[src/rtl/time_adjust_ctrl.sv]
// Front-panel sequencer for the time_float counter chain: debounced keys with
// add auto-repeat, RUN/EDIT mode machine, ms-digit zeroing on entry to EDIT,
// shaped add/clr pulses, idle timeout and a display blink strobe.

// One key lane: 2-FF synchroniser, debouncer, press strobe and optional auto-repeat.
module time_adjust_ctrl_key #(
    parameter int DEB_CYC   = 1_000_000,
    parameter bit REP_EN    = 1'b0,
    parameter int REP_DELAY = 25_000_000,
    parameter int REP_RATE  = 5_000_000
) (
    input  logic clk,
    input  logic rst_n,
    input  logic key_n,
    input  logic rep_en,
    output logic evt
);
    localparam int CW      = $clog2(DEB_CYC + 1);
    localparam int REP_MAX = (REP_DELAY > REP_RATE) ? REP_DELAY : REP_RATE;
    localparam int RW      = $clog2(REP_MAX + 1);

    logic          sync1_q, sync1_d, sync2_q, sync2_d;
    logic          db_q, db_d, press_q, press_d;
    logic [CW-1:0] cnt_q, cnt_d;
    logic [RW-1:0] rep_q, rep_d;
    logic          rep_on_q, rep_on_d;
    logic          rep_active, rep_hit;

    // Debounce: a new level is accepted after DEB_CYC consecutive differing samples.
    always_comb begin
        sync1_d = key_n;
        sync2_d = sync1_q;
        db_d    = db_q;
        cnt_d   = '0;
        if (sync2_q != db_q) begin
            if (cnt_q == CW'(DEB_CYC - 1)) db_d = sync2_q;
            else                           cnt_d = cnt_q + CW'(1);
        end
        press_d = db_q & ~db_d;
    end

    // Auto-repeat: first hit REP_DELAY cycles after the press, then every REP_RATE.
    always_comb begin
        rep_active = REP_EN && rep_en && !db_q && !press_q;
        rep_hit    = rep_active && (rep_on_q ? (rep_q == RW'(REP_RATE - 1))
                                             : (rep_q == RW'(REP_DELAY - 1)));
        rep_d      = '0;
        rep_on_d   = 1'b0;
        if (rep_active) begin
            if (rep_hit) begin
                rep_on_d = 1'b1;
            end else begin
                rep_d    = rep_q + RW'(1);
                rep_on_d = rep_on_q;
            end
        end
        evt = press_q | rep_hit;
    end

    // Lane state; keys read as released out of reset.
    always_ff @(posedge clk or negedge rst_n) begin
        if (!rst_n) begin
            sync1_q  <= 1'b1;
            sync2_q  <= 1'b1;
            db_q     <= 1'b1;
            cnt_q    <= '0;
            press_q  <= 1'b0;
            rep_q    <= '0;
            rep_on_q <= 1'b0;
        end else begin
            sync1_q  <= sync1_d;
            sync2_q  <= sync2_d;
            db_q     <= db_d;
            cnt_q    <= cnt_d;
            press_q  <= press_d;
            rep_q    <= rep_d;
            rep_on_q <= rep_on_d;
        end
    end
endmodule

module time_adjust_ctrl #(
    parameter int DEB_CYC     = 1_000_000,
    parameter int PULSE_CYC   = 4,
    parameter int REP_DELAY   = 25_000_000,
    parameter int REP_RATE    = 5_000_000,
    parameter int TIMEOUT_CYC = 500_000_000,
    parameter int BLINK_HALF  = 12_500_000
) (
    input  logic       CLOCK_50,
    input  logic       rst_n,
    input  logic       key_mode,
    input  logic       key_next,
    input  logic       key_add,
    input  logic       key_clr,
    output logic       adjust,
    output logic [3:0] select,
    output logic       add,
    output logic       clr,
    output logic       blink
);
    localparam int NUM_KEYS = 4;
    localparam int K_MODE = 0, K_NEXT = 1, K_ADD = 2, K_CLR = 3;
    localparam int PW = $clog2(2 * PULSE_CYC + 1);
    localparam int TW = $clog2(TIMEOUT_CYC + 1);
    localparam int BW = $clog2(BLINK_HALF + 1);

    typedef enum logic [2:0] {S_RUN, S_ZMS0, S_ZMS1, S_EDIT, S_PULSE, S_GAP} state_t;

    state_t                state_q, state_d;
    logic [3:0]            sel_q, sel_d;
    logic [PW-1:0]         ph_q, ph_d;
    logic                  op_clr_q, op_clr_d;
    logic                  mode_pend_q, mode_pend_d;
    logic [TW-1:0]         to_q, to_d;
    logic [BW-1:0]         bcnt_q, bcnt_d;
    logic                  blink_q, blink_d;
    logic [NUM_KEYS-1:0]   keys_n, evt;
    logic                  rep_en;
    logic                  ev_mode, ev_clr, ev_add, ev_next;

    assign keys_n = {key_clr, key_add, key_next, key_mode};
    assign rep_en = (state_q != S_RUN);

    for (genvar g = 0; g < NUM_KEYS; g++) begin : g_key
        time_adjust_ctrl_key #(
            .DEB_CYC  (DEB_CYC),
            .REP_EN   (g == K_ADD),
            .REP_DELAY(REP_DELAY),
            .REP_RATE (REP_RATE)
        ) u_key (
            .clk   (CLOCK_50),
            .rst_n (rst_n),
            .key_n (keys_n[g]),
            .rep_en(rep_en),
            .evt   (evt[g])
        );
    end

    // Same-cycle priority mode > clr > add > next; losers are dropped.
    always_comb begin
        ev_mode = evt[K_MODE];
        ev_clr  = evt[K_CLR] & ~evt[K_MODE];
        ev_add  = evt[K_ADD] & ~evt[K_MODE] & ~evt[K_CLR];
        ev_next = evt[K_NEXT] & ~evt[K_MODE] & ~evt[K_CLR] & ~evt[K_ADD];
    end

    // Next-state: mode machine, field select, phase and idle-timeout counters.
    always_comb begin
        state_d     = state_q;
        sel_d       = sel_q;
        ph_d        = '0;
        op_clr_d    = op_clr_q;
        mode_pend_d = mode_pend_q;
        to_d        = '0;
        case (state_q)
            S_RUN: begin
                sel_d       = 4'd0;
                mode_pend_d = 1'b0;
                if (ev_mode) state_d = S_ZMS0;
            end
            S_ZMS0, S_ZMS1: begin
                if (ev_mode) mode_pend_d = 1'b1;
                // clr high for the first PULSE_CYC, low for the next PULSE_CYC
                if (ph_q == PW'(2 * PULSE_CYC - 1)) begin
                    if (state_q == S_ZMS0) begin
                        state_d = S_ZMS1;
                        sel_d   = 4'd1;
                    end else begin
                        state_d = S_EDIT;
                        sel_d   = 4'd2;
                    end
                end else begin
                    ph_d = ph_q + PW'(1);
                end
            end
            S_EDIT: begin
                if (ev_mode || mode_pend_q) begin
                    state_d     = S_RUN;
                    sel_d       = 4'd0;
                    mode_pend_d = 1'b0;
                end else if (ev_clr || ev_add) begin
                    state_d  = S_PULSE;
                    op_clr_d = ev_clr;
                end else if (ev_next) begin
                    sel_d = (sel_q == 4'd15) ? 4'd2 : sel_q + 4'd1;
                end else if (to_q == TW'(TIMEOUT_CYC - 1)) begin
                    state_d = S_RUN;
                    sel_d   = 4'd0;
                end else begin
                    to_d = to_q + TW'(1);
                end
            end
            S_PULSE, S_GAP: begin
                if (ev_mode) mode_pend_d = 1'b1;
                if (ph_q == PW'(PULSE_CYC - 1)) state_d = (state_q == S_PULSE) ? S_GAP : S_EDIT;
                else                            ph_d    = ph_q + PW'(1);
            end
            default: begin
                state_d = S_RUN;
                sel_d   = 4'd0;
            end
        endcase
    end

    // Blink runs only outside RUN; cleared whenever RUN is reached.
    always_comb begin
        bcnt_d  = '0;
        blink_d = 1'b0;
        if (state_q != S_RUN) begin
            blink_d = blink_q;
            if (bcnt_q == BW'(BLINK_HALF - 1)) blink_d = ~blink_q;
            else                               bcnt_d  = bcnt_q + BW'(1);
        end
    end

    // Outputs decode straight from state so a reset drops add/clr at once.
    always_comb begin
        adjust = (state_q == S_RUN);
        select = sel_q;
        add    = (state_q == S_PULSE) && !op_clr_q;
        clr    = ((state_q == S_PULSE) && op_clr_q) ||
                 (((state_q == S_ZMS0) || (state_q == S_ZMS1)) && (ph_q < PW'(PULSE_CYC)));
        blink  = blink_q && (state_q != S_RUN);
    end

    // State register.
    always_ff @(posedge CLOCK_50 or negedge rst_n) begin
        if (!rst_n) begin
            state_q     <= S_RUN;
            sel_q       <= 4'd0;
            ph_q        <= '0;
            op_clr_q    <= 1'b0;
            mode_pend_q <= 1'b0;
            to_q        <= '0;
            bcnt_q      <= '0;
            blink_q     <= 1'b0;
        end else begin
            state_q     <= state_d;
            sel_q       <= sel_d;
            ph_q        <= ph_d;
            op_clr_q    <= op_clr_d;
            mode_pend_q <= mode_pend_d;
            to_q        <= to_d;
            bcnt_q      <= bcnt_d;
            blink_q     <= blink_d;
        end
    end
endmodule

[config.mk]
export PLATFORM = sky130hd
export DESIGN_NAME = time_adjust_ctrl
export DESIGN_NICKNAME = d
export VERILOG_FILES = /design/src/rtl/time_adjust_ctrl.sv
export SDC_FILE = /design/constraint.sdc
export NUM_CORES = 1
export LEC_CHECK = 0
export BUFFER_PORTS_ARGS = -buffer_cell sky130_fd_sc_hd__buf_2
export CORE_MARGIN = 2
export CORE_UTILIZATION = 31
export CTS_CLUSTER_DIAMETER = 150
export CTS_CLUSTER_SIZE = 14
export DETAILED_ROUTE_END_ITERATION = 6
export GPL_ROUTABILITY_DRIVEN = 1
export PLACE_DENSITY = 0.49
export SLEW_MARGIN = 10
export SYNTH_ARGS = -nofsm -noshare
export SYNTH_HDL_FRONTEND = slang
export SYNTH_SLANG_ARGS = --single-unit
export TNS_END_PERCENT = 100
[constraint.sdc]
create_clock -name CLOCK_50 -period 4.19 [get_ports CLOCK_50]
set_input_delay 0.2095 -clock CLOCK_50 [delete_from_list [all_inputs] [get_ports CLOCK_50]]
set_output_delay 0.2095 -clock CLOCK_50 [all_outputs]
set_load 0.005 [all_outputs]
==> results of run 1 <==
[report_power, final]
group	switching, mW	internal (mW)	leakage [nW]
logic	0.0565	0.0181	1.29
registers	0.0142	1.84	2.59
clock network	0.728	0.858	0.279
total	0.798	2.72	4.16
[worst max path at each step]
stage	end	slack, ps
floorplan	select[0]	1990
global placement	to_q[21]	1440
detailed placement	to_q[10]	1420
CTS	to_q[10]	1390
global route	to_q[9]	1150
finish	to_q[20]	1450
[metrics by stage]
step	util [%]	power, mW
after floorplan	-	1.91
after global placement	33.1	1.96
after detailed placement	33.1	1.97
after CTS	35.3	3.58
after global routing	35.3	3.67
final	35.3	3.51
[state kept, by name, summed over array words and instances (netlist names)]
signal,cells
g_key.u_key.cnt_q,80
to_q,29
g_key.u_key.rep_q,25
bcnt_q,24
g_key.u_key.db_q,4
g_key.u_key.sync1_q,4
g_key.u_key.sync2_q,4
ph_q,4
select,4
g_key.u_key.evt,3
state_q,3
blink_q,1
g_key.u_key.press_q,1
g_key.u_key.rep_on_q,1
mode_pend_q,1
op_clr_q,1
[layout make-up]
class / count / area [um^2] / area share, %
Clock inverter: 12 / 111 / 1.10
Multi-Input combinational cell: 685 / 4120 / 40.6
Sequential cell: 189 / 4740 / 46.8
Clock buffer: 20 / 457 / 4.51
Tap cell: 384 / 480 / 4.74
Inverter: 18 / 67.6 / 0.667
Timing Repair Buffer: 20 / 151 / 1.49
[cells by family (layout without fill, tap and decap cells)]
group           Yosys count  after routing  synth area share, %
compound gates           43             43                 3.04
xor+xnor                146            146                 14.2
fa+ha+maj                 9              9                 1.25
buf+inv                  40             70                 1.83
flops                   189            189                 52.6
mux                       6              6                0.832
simple gates            481            481                 26.3
[layer usage]
layer	track usage, %	up-vias
met5	0	-
met4	3.68	0
met3	2.70	18
met2	18.8	55
met1	17.3	3023
li1	-	3139
[cells in the mapped netlist (4+ instances only)]
master / instances / area, um^2
sky130_fd_sc_hd__a21oi_1: 13 / 65.1
sky130_fd_sc_hd__a31oi_1: 5 / 31.3
sky130_fd_sc_hd__and3_1: 29 / 181
sky130_fd_sc_hd__and4_1: 12 / 105
sky130_fd_sc_hd__buf_2: 9 / 45.0
sky130_fd_sc_hd__clkbuf_1: 11 / 41.3
sky130_fd_sc_hd__dfrtp_1: 177 / 4430
sky130_fd_sc_hd__dfstp_2: 12 / 315
sky130_fd_sc_hd__ha_1: 9 / 113
sky130_fd_sc_hd__inv_1: 18 / 67.6
sky130_fd_sc_hd__mux2_2: 4 / 45.0
sky130_fd_sc_hd__nand2_1: 71 / 267
sky130_fd_sc_hd__nand3_1: 64 / 320
sky130_fd_sc_hd__nand3b_1: 5 / 37.5
sky130_fd_sc_hd__nand4_1: 32 / 200
sky130_fd_sc_hd__nor2_1: 193 / 724
sky130_fd_sc_hd__nor2b_1: 5 / 31.3
sky130_fd_sc_hd__nor3_1: 17 / 85.1
sky130_fd_sc_hd__nor4_1: 15 / 93.8
sky130_fd_sc_hd__nor4b_1: 4 / 35.0
sky130_fd_sc_hd__o21ai_0: 12 / 60.1
sky130_fd_sc_hd__or3_1: 9 / 56.3
sky130_fd_sc_hd__or4_1: 4 / 30.0
sky130_fd_sc_hd__xnor2_1: 60 / 526
sky130_fd_sc_hd__xor2_1: 86 / 753
[critical path: stages (launching register included)]
cell	delay (ps)
sky130_fd_sc_hd__dfrtp_1	450
sky130_fd_sc_hd__or4_4	570
sky130_fd_sc_hd__nor4_4	270
sky130_fd_sc_hd__o2111ai_2	210
sky130_fd_sc_hd__nand2_1	170
sky130_fd_sc_hd__or3_1	770
sky130_fd_sc_hd__nor2_1	130
==> summary.txt, run 1 <==
Run status
  – Outcome: completed

Layout
  – Commonest non-fill, non-tap cell in the layout: sky130_fd_sc_hd__nor2_1
  – Net total in the final layout: 946
  – Syn-to-layout area delta: 12.2%
  – Leading cell types in the layout, fill and taps excluded: sky130_fd_sc_hd__nor2_1 (193), sky130_fd_sc_hd__dfrtp_1 (177), sky130_fd_sc_hd__xor2_1 (86), sky130_fd_sc_hd__nand2_1 (71), sky130_fd_sc_hd__nand3_1 (64)
  – Ratio of cells with drive above 1 in the final layout: 7.73%
  – Area of all placed cells without fillers: 10,100 um^2
  – Number of diodes added for antenna fixing: 0
  – Post-route insts no fill: 1,328
  – Number of filler cells placed in the layout: 2,939

Setup path
  – Worst R2R Setup Slack: 1450 ps
  – Max FO, Critical Path: 29
  – Crit Path Category: flip-flop to flip-flop
  – Required time of the worst setup path: 4460 ps
  – Kind of capture point of the worst setup path: flip-flop
  – Crit Reg-Reg Endpoint: to_q[20]
  – Worst reg2reg path startpoint: g_key[2].u_key.rep_q[12]
  – Worst setup SP type: flip-flop
  – R2R cell count: 6
  – Launch point of the worst path: g_key[2].u_key.rep_q[12]
  – Data arrival, critical path: 3020 ps

Floorplanning
  – Initial cell density of the core: 31.4%
  – Die area: 30,500 um^2
  – Chip width: 175 um
  – Site Rows: 62
  – Io pins: 14
  – Core area: 28,700 um^2
  – Die height: 175 um

Clock network
  – Number of H-tree levels: 4
  – Library cell used as clock root buffer: sky130_fd_sc_hd__clkbuf_16
  – Maximum number of buffers from clock root to sink: 2
  – Post-CTS setup-driven buffer insertion count: 0
  – Clk sinks: 189
  – Reg clk slew, reported paths: 70 ps
  – CTS Buf Count: 17
  – TritonCTS clock tree: built
  – CTS resizes: 0
  – Clock insertion delay at the later pin of the skew report: 430 ps
  – CTS Hold Bufs: 5

Drt
  – Final routed DRC violation total: 0
  – Top Layer Used: met4
  – Detailed-route wire length on metal 1: 9070 um
  – Final WL: 17,400 um
  – First drt pass iteration count: 5
  – Routed wirelength normalized by instance count: 13.1 um
  – Met3 wire length: 462 um
  – Via count: 6,235
  – Average vias per placed instance: 4.70
  – Met2 Routed Length: 7640 um
  – Routed Antenna Nets: 0
  – First DRT Iteration DRCs: 395

Yosys
  – Number of enable-type register cells in the synthesized netlist: 0
  – Proportion of register bits with asynchronous set or reset after synthesis: 100%
  – Most frequently used flop master after synthesis: sky130_fd_sc_hd__dfrtp_1
  – Number of storage elements in the synthesis netlist: 189
  – Distinct cell type count of the synthesized netlist: 52
  – Post-synthesis net count: 929
  – Post-synthesis cell area: 9020 um^2
  – Sequential element share of the synthesized area: 52.6%
  – Ys Warns: 0
  – Post-Syn Instances: 914
  – Mean cell area of the mapped netlist: 9.87 um^2

Hold path
  – Endpoint of the worst hold path: g_key[0].u_key.sync2_q
  – Path class of the lowest-slack min-delay path: flip-flop to flip-flop
  – Startpoint of the tightest hold check path: g_key[0].u_key.sync1_q
  – Worst hold path cell count: 0

GRT
  – Largest net degree at the start of global routing: 105
  – Vias in the first global route: 6,276
  – Overflow left after global routing: 0
  – Overall fraction of global-route tracks in use: 12.2%
  – Global-route wire length before repair: 30,900 um
  – Number of antenna violations at the first check in global routing: 0

Timing
  – Final hold violation count: 0
  – Max-slew headroom at the worst pin: 34.0%
  – Maximum clock frequency: 365 MHz
  – Period utilization: 65.4%
  – Final worst clock skew: 10.8 ps
  – WHS: 356 ps
  – Setup repair after global routing missed its margin: no
  – Final setup violation count: 0
  – Min cycle time layout: 2740 ps
  – Setup slack of the critical path after layout: 1450 ps
  – Setup Total Neg Slack: 0 ps
  – Transition time of the tightest slew-check pin: 981 ps
  – Max-slew violation count: 0

Placed design
  – Pre-CTS setup slack: 1420 ps
  – Final HPWL DP: 11,100 um
  – Number of cells in the design after placement: 1,291
  – Input/output buffers: 13
  – Routability cong.: 0.743
  – Placement Cell Area: 9510 um^2

Pwr
  – Peak VDD IR: 0.286 mV
  – Leakage power figure: 4.16 nW
  – Power per cell area: 347 nW/um^2

Flow run
  – Number of max-capacitance violations reported: 0
No activity file was read; power rests on OpenSTA's default activity.
==> run 2: changes to the inputs <==
--- a/config.mk
+++ b/config.mk
@@ -5,6 +5,7 @@
 export SDC_FILE = /design/constraint.sdc
 export NUM_CORES = 1
 export LEC_CHECK = 0
+export ABC_AREA = 1
 export BUFFER_PORTS_ARGS = -buffer_cell sky130_fd_sc_hd__buf_2
 export CORE_MARGIN = 2
 export CORE_UTILIZATION = 31
@@ -12,7 +13,7 @@
 export CTS_CLUSTER_SIZE = 14
 export DETAILED_ROUTE_END_ITERATION = 6
 export GPL_ROUTABILITY_DRIVEN = 1
-export PLACE_DENSITY = 0.49
+export PLACE_DENSITY = 0.51
 export SLEW_MARGIN = 10
 export SYNTH_ARGS = -nofsm -noshare
 export SYNTH_HDL_FRONTEND = slang
==> constraint.sdc (replaced) <==
create_clock -name CLOCK_50 -period 2.4 [get_ports CLOCK_50]
set_input_delay 0.12 -clock CLOCK_50 [delete_from_list [all_inputs] [get_ports CLOCK_50]]
set_output_delay 0.12 -clock CLOCK_50 [all_outputs]
set_load 0.005 [all_outputs]
==> summary.txt, run 2 <==
Drt
  – Via count: 7,562
  – First DRT Iteration DRCs: 432
  – First drt pass iteration count: 5
  – Final routed DRC violation total: 0
  – Routed wirelength normalized by instance count: 11.9 um
  – Average vias per placed instance: 4.59
  – Routed Antenna Nets: 0
  – Final WL: 19,600 um

Layout
  – Area occupied by registers: 4740 um^2
  – Max reg flops: 80
  – Top register by number of flip-flops: g_key.u_key.cnt_q
  – Net total in the final layout: 1,254
  – Syn-to-layout area delta: 13.1%
  – Post-route insts no fill: 1,648
  – Largest registers: g_key.u_key.cnt_q (80), to_q (29), g_key.u_key.rep_q (25)
  – Number of filler cells placed in the layout: 3,176
  – Leading cell types in the layout, fill and taps excluded: sky130_fd_sc_hd__nor2_1 (219), sky130_fd_sc_hd__nand2_1 (203), sky130_fd_sc_hd__dfrtp_1 (177), sky130_fd_sc_hd__inv_1 (161), sky130_fd_sc_hd__nand3_1 (64)
  – Ratio of cells with drive above 1 in the final layout: 7.99%
  – Number of diodes added for antenna fixing: 0
  – Multi-input gate area in the final layout: 4250 um^2
  – Commonest non-fill, non-tap cell in the layout: sky130_fd_sc_hd__nor2_1

Floorplanning
  – Die area: 32,600 um^2
  – Io pins: 14
  – Core area: 30,600 um^2
  – Initial cell density of the core: 31.6%
  – Site Rows: 64
  – Die height: 180 um
  – Chip width: 180 um

Pwr
  – Fraction of power consumed by the clock network: 45.0%
  – Power per cell area: 562 nW/um^2
  – Net switching fraction of the power: 23.2%
  – Seq pwr share: 52.6%
  – Leakage power figure: 4.72 nW
  – Reported net switching power: 1.43 mW
  – Peak VDD IR: 0.440 mV
  – Int Power: 4.71 mW
  – Part of the power in combinational logic: 2.4%

Setup path
  – Max FO, Critical Path: 6
  – Kind of capture point of the worst setup path: flip-flop
  – Data arrival, critical path: 2450 ps
  – Top delay family on crit path: simple AND/OR/NAND/NOR gates
  – Crit Path Category: flip-flop to flip-flop
  – R2R cell count: 10
  – Crit Reg-Reg Endpoint: to_q[24]
  – Worst setup SP type: flip-flop
  – Launch point of the worst path: to_q[0]
  – Buffers and inverters on the worst path: 0
  – Required time of the worst setup path: 2720 ps
  – Worst R2R Setup Slack: 270 ps
  – Stage delay of the slowest cell on the critical path: 460 ps
  – Max stage delay cell, worst path: sky130_fd_sc_hd__dfrtp_1
  – Ordered list of cells on the worst path: ha_1, nand3_1, nor2_2, nand2_1, nor2_2, nand2_2, nor2_4, nand3_1, o21ai_0, nor2_1
  – Worst reg2reg path startpoint: to_q[0]

GRT
  – Overall fraction of global-route tracks in use: 12.7%
  – Global-route wire length before repair: 34,700 um
  – Vias in the first global route: 7,308
  – Largest net degree at the start of global routing: 69
  – Number of antenna violations at the first check in global routing: 0
  – Overflow left after global routing: 0

Yosys
  – Mean cell area of the mapped netlist: 8.08 um^2
  – Mux share of post-synthesis cell area: 0%
  – Most frequent cell after synthesis: sky130_fd_sc_hd__nor2_1
  – Proportion of register bits with asynchronous set or reset after synthesis: 100%
  – Most frequently used flop master after synthesis: sky130_fd_sc_hd__dfrtp_1
  – Simple-gate share of the synthesized area: 29.7%
  – Number of enable-type register cells in the synthesized netlist: 0
  – Arithmetic-cell share of the synthesized area counting full adders, half adders and majority gates: 1.17%
  – Sequential element share of the synthesized area: 49.2%
  – Number of storage elements in the synthesis netlist: 189
  – Post-Syn Instances: 1,195
  – Main combinational cell family by area after synthesis: simple AND/OR/NAND/NOR gates
  – Most area-hungry cell type in the Yosys netlist: sky130_fd_sc_hd__dfrtp_1
  – Top cells by area in the synthesized netlist: sky130_fd_sc_hd__dfrtp_1 (46%), sky130_fd_sc_hd__nor2_1 (8.5%), sky130_fd_sc_hd__nand2_1 (7.9%)
  – Synth top area share: 45.9%
  – Fraction of synthesized cell area in xor and xnor cells: 6.17%
  – Post-synthesis net count: 1,210
  – Post-synth top cells: sky130_fd_sc_hd__nor2_1 (219), sky130_fd_sc_hd__nand2_1 (204), sky130_fd_sc_hd__dfrtp_1 (177), sky130_fd_sc_hd__inv_1 (161), sky130_fd_sc_hd__nand3_1 (64)
  – Synthesized-area fraction occupied by ao, oa, aoi and oai cells: 7.05%
  – Post-synthesis cell area: 9650 um^2
  – Ys Warns: 0
  – Distinct cell type count of the synthesized netlist: 39

Placed design
  – Input/output buffers: 13
  – Routability cong.: 0.827
  – Final HPWL DP: 14,300 um
  – Number of cells in the design after placement: 1,611

Timing
  – Max-slew violation count: 0
  – Transition time of the tightest slew-check pin: 703 ps
  – Min cycle time layout: 2130 ps
  – Maximum clock frequency: 470 MHz
  – Setup repair after global routing missed its margin: no
  – Final setup violation count: 0
  – Final worst clock skew: 11.3 ps
  – Period utilization: 88.6%
  – Setup Total Neg Slack: 0 ps
  – Max-slew headroom at the worst pin: 52.8%
  – Final hold violation count: 0

Hold path
  – Path class of the lowest-slack min-delay path: input port to asynchronous set/reset pin

Flow run
  – Number of max-capacitance violations reported: 0

Clock network
  – Clock insertion delay at the later pin of the skew report: 440 ps
  – Library cell used as clock root buffer: sky130_fd_sc_hd__clkbuf_16
  – Number of H-tree levels: 4
  – Reg clk slew, reported paths: 80 ps
  – Maximum number of buffers from clock root to sink: 2
  – TritonCTS clock tree: built
  – Clk sinks: 189
  – CTS Buf Count: 17

Run status
  – Outcome: completed
run 2: changes by cell type after synthesis, moves of 26 or more:
cell	delta
sky130_fd_sc_hd__nor3_1	+32
sky130_fd_sc_hd__xor2_1	-42
sky130_fd_sc_hd__inv_1	+143
sky130_fd_sc_hd__nand2_1	+133
sky130_fd_sc_hd__a21oi_1	+43
sky130_fd_sc_hd__xnor2_1	-36
sky130_fd_sc_hd__o21ai_0	+36
sky130_fd_sc_hd__nor2_1	+26
run 2: what timing repair did:
item                                    4_1_cts  5_1_grt
endpoints found under the setup margin        0        2
resized for setup                             0        1
hold endpoints to repair                     63        0
buffers inserted                              0        0
hold buffers                                  5        0
run 2: stage by stage:
stage / hold slack [ps] / utilization, % / power, mW / cell area (um^2) / setup WS, ps
2_1_floorplan: -176 / - / 3.33 / 9650 / 545
3_3_place_gp: 188 / 33.7 / 3.44 / 10300 / 318
3_5_place_dp: 180 / 33.7 / 3.44 / 10300 / 262
4_1_cts: 255 / 35.7 / 6.25 / 10900 / 247
5_1_grt: 293 / 35.7 / 6.39 / 10900 / 36.0
6_report: 235 / 35.7 / 6.13 / 10900 / 273
run 2: final cells by class:
type                            count  share of cell area [%]
Clock buffer                       18                    3.93
Clock inverter                     14                    1.25
Inverter                          165                    5.69
Multi-Input combinational cell    836                    39.0
Sequential cell                   189                    43.4
Tap cell                          396                    4.54
Timing Repair Buffer               30                    2.19
run 2: power groups by stage:
stage	combinational (mW)	clock, mW	sequential [mW]
floorplan	0.0467	0	3.28
CTS	0.156	2.87	3.23
finish	0.145	2.76	3.23
detailed placement	0.149	0	3.29
global placement	0.148	0	3.29
global route	0.175	2.99	3.23
run 2: worst max path at each step:
stage | slack [ps] | end | cells after the start
finish | 270 | to_q[24] | 10
global route | 40 | to_q[26] | 10
CTS | 250 | to_q[24] | 10
detailed placement | 260 | to_q[24] | 10
global placement | 320 | to_q[24] | 10
floorplan | 540 | to_q[24] | 10
run 2: logic make-up (layout without fill, tap and decap cells):
| family | after synthesis | in the layout |
|---|---|---|
| AND/OR/NAND/NOR | 634 | 634 |
| flip-flops | 189 | 189 |
| buffers and inverters | 170 | 227 |
| AO/OA/AOI/OAI | 125 | 125 |
| XOR/XNOR | 68 | 68 |
| adder cells (fa/ha/maj) | 9 | 9 |
run 2: metal layers:
| layer | wire length, um | GRT usage [%] |
|---|---|---|
| met4 | 351 | 4.16 |
| met2 | 8840 | 20.1 |
| met5 | 0 | 0 |
| met3 | 410 | 2.24 |
| met1 | 10000 | 17.7 |
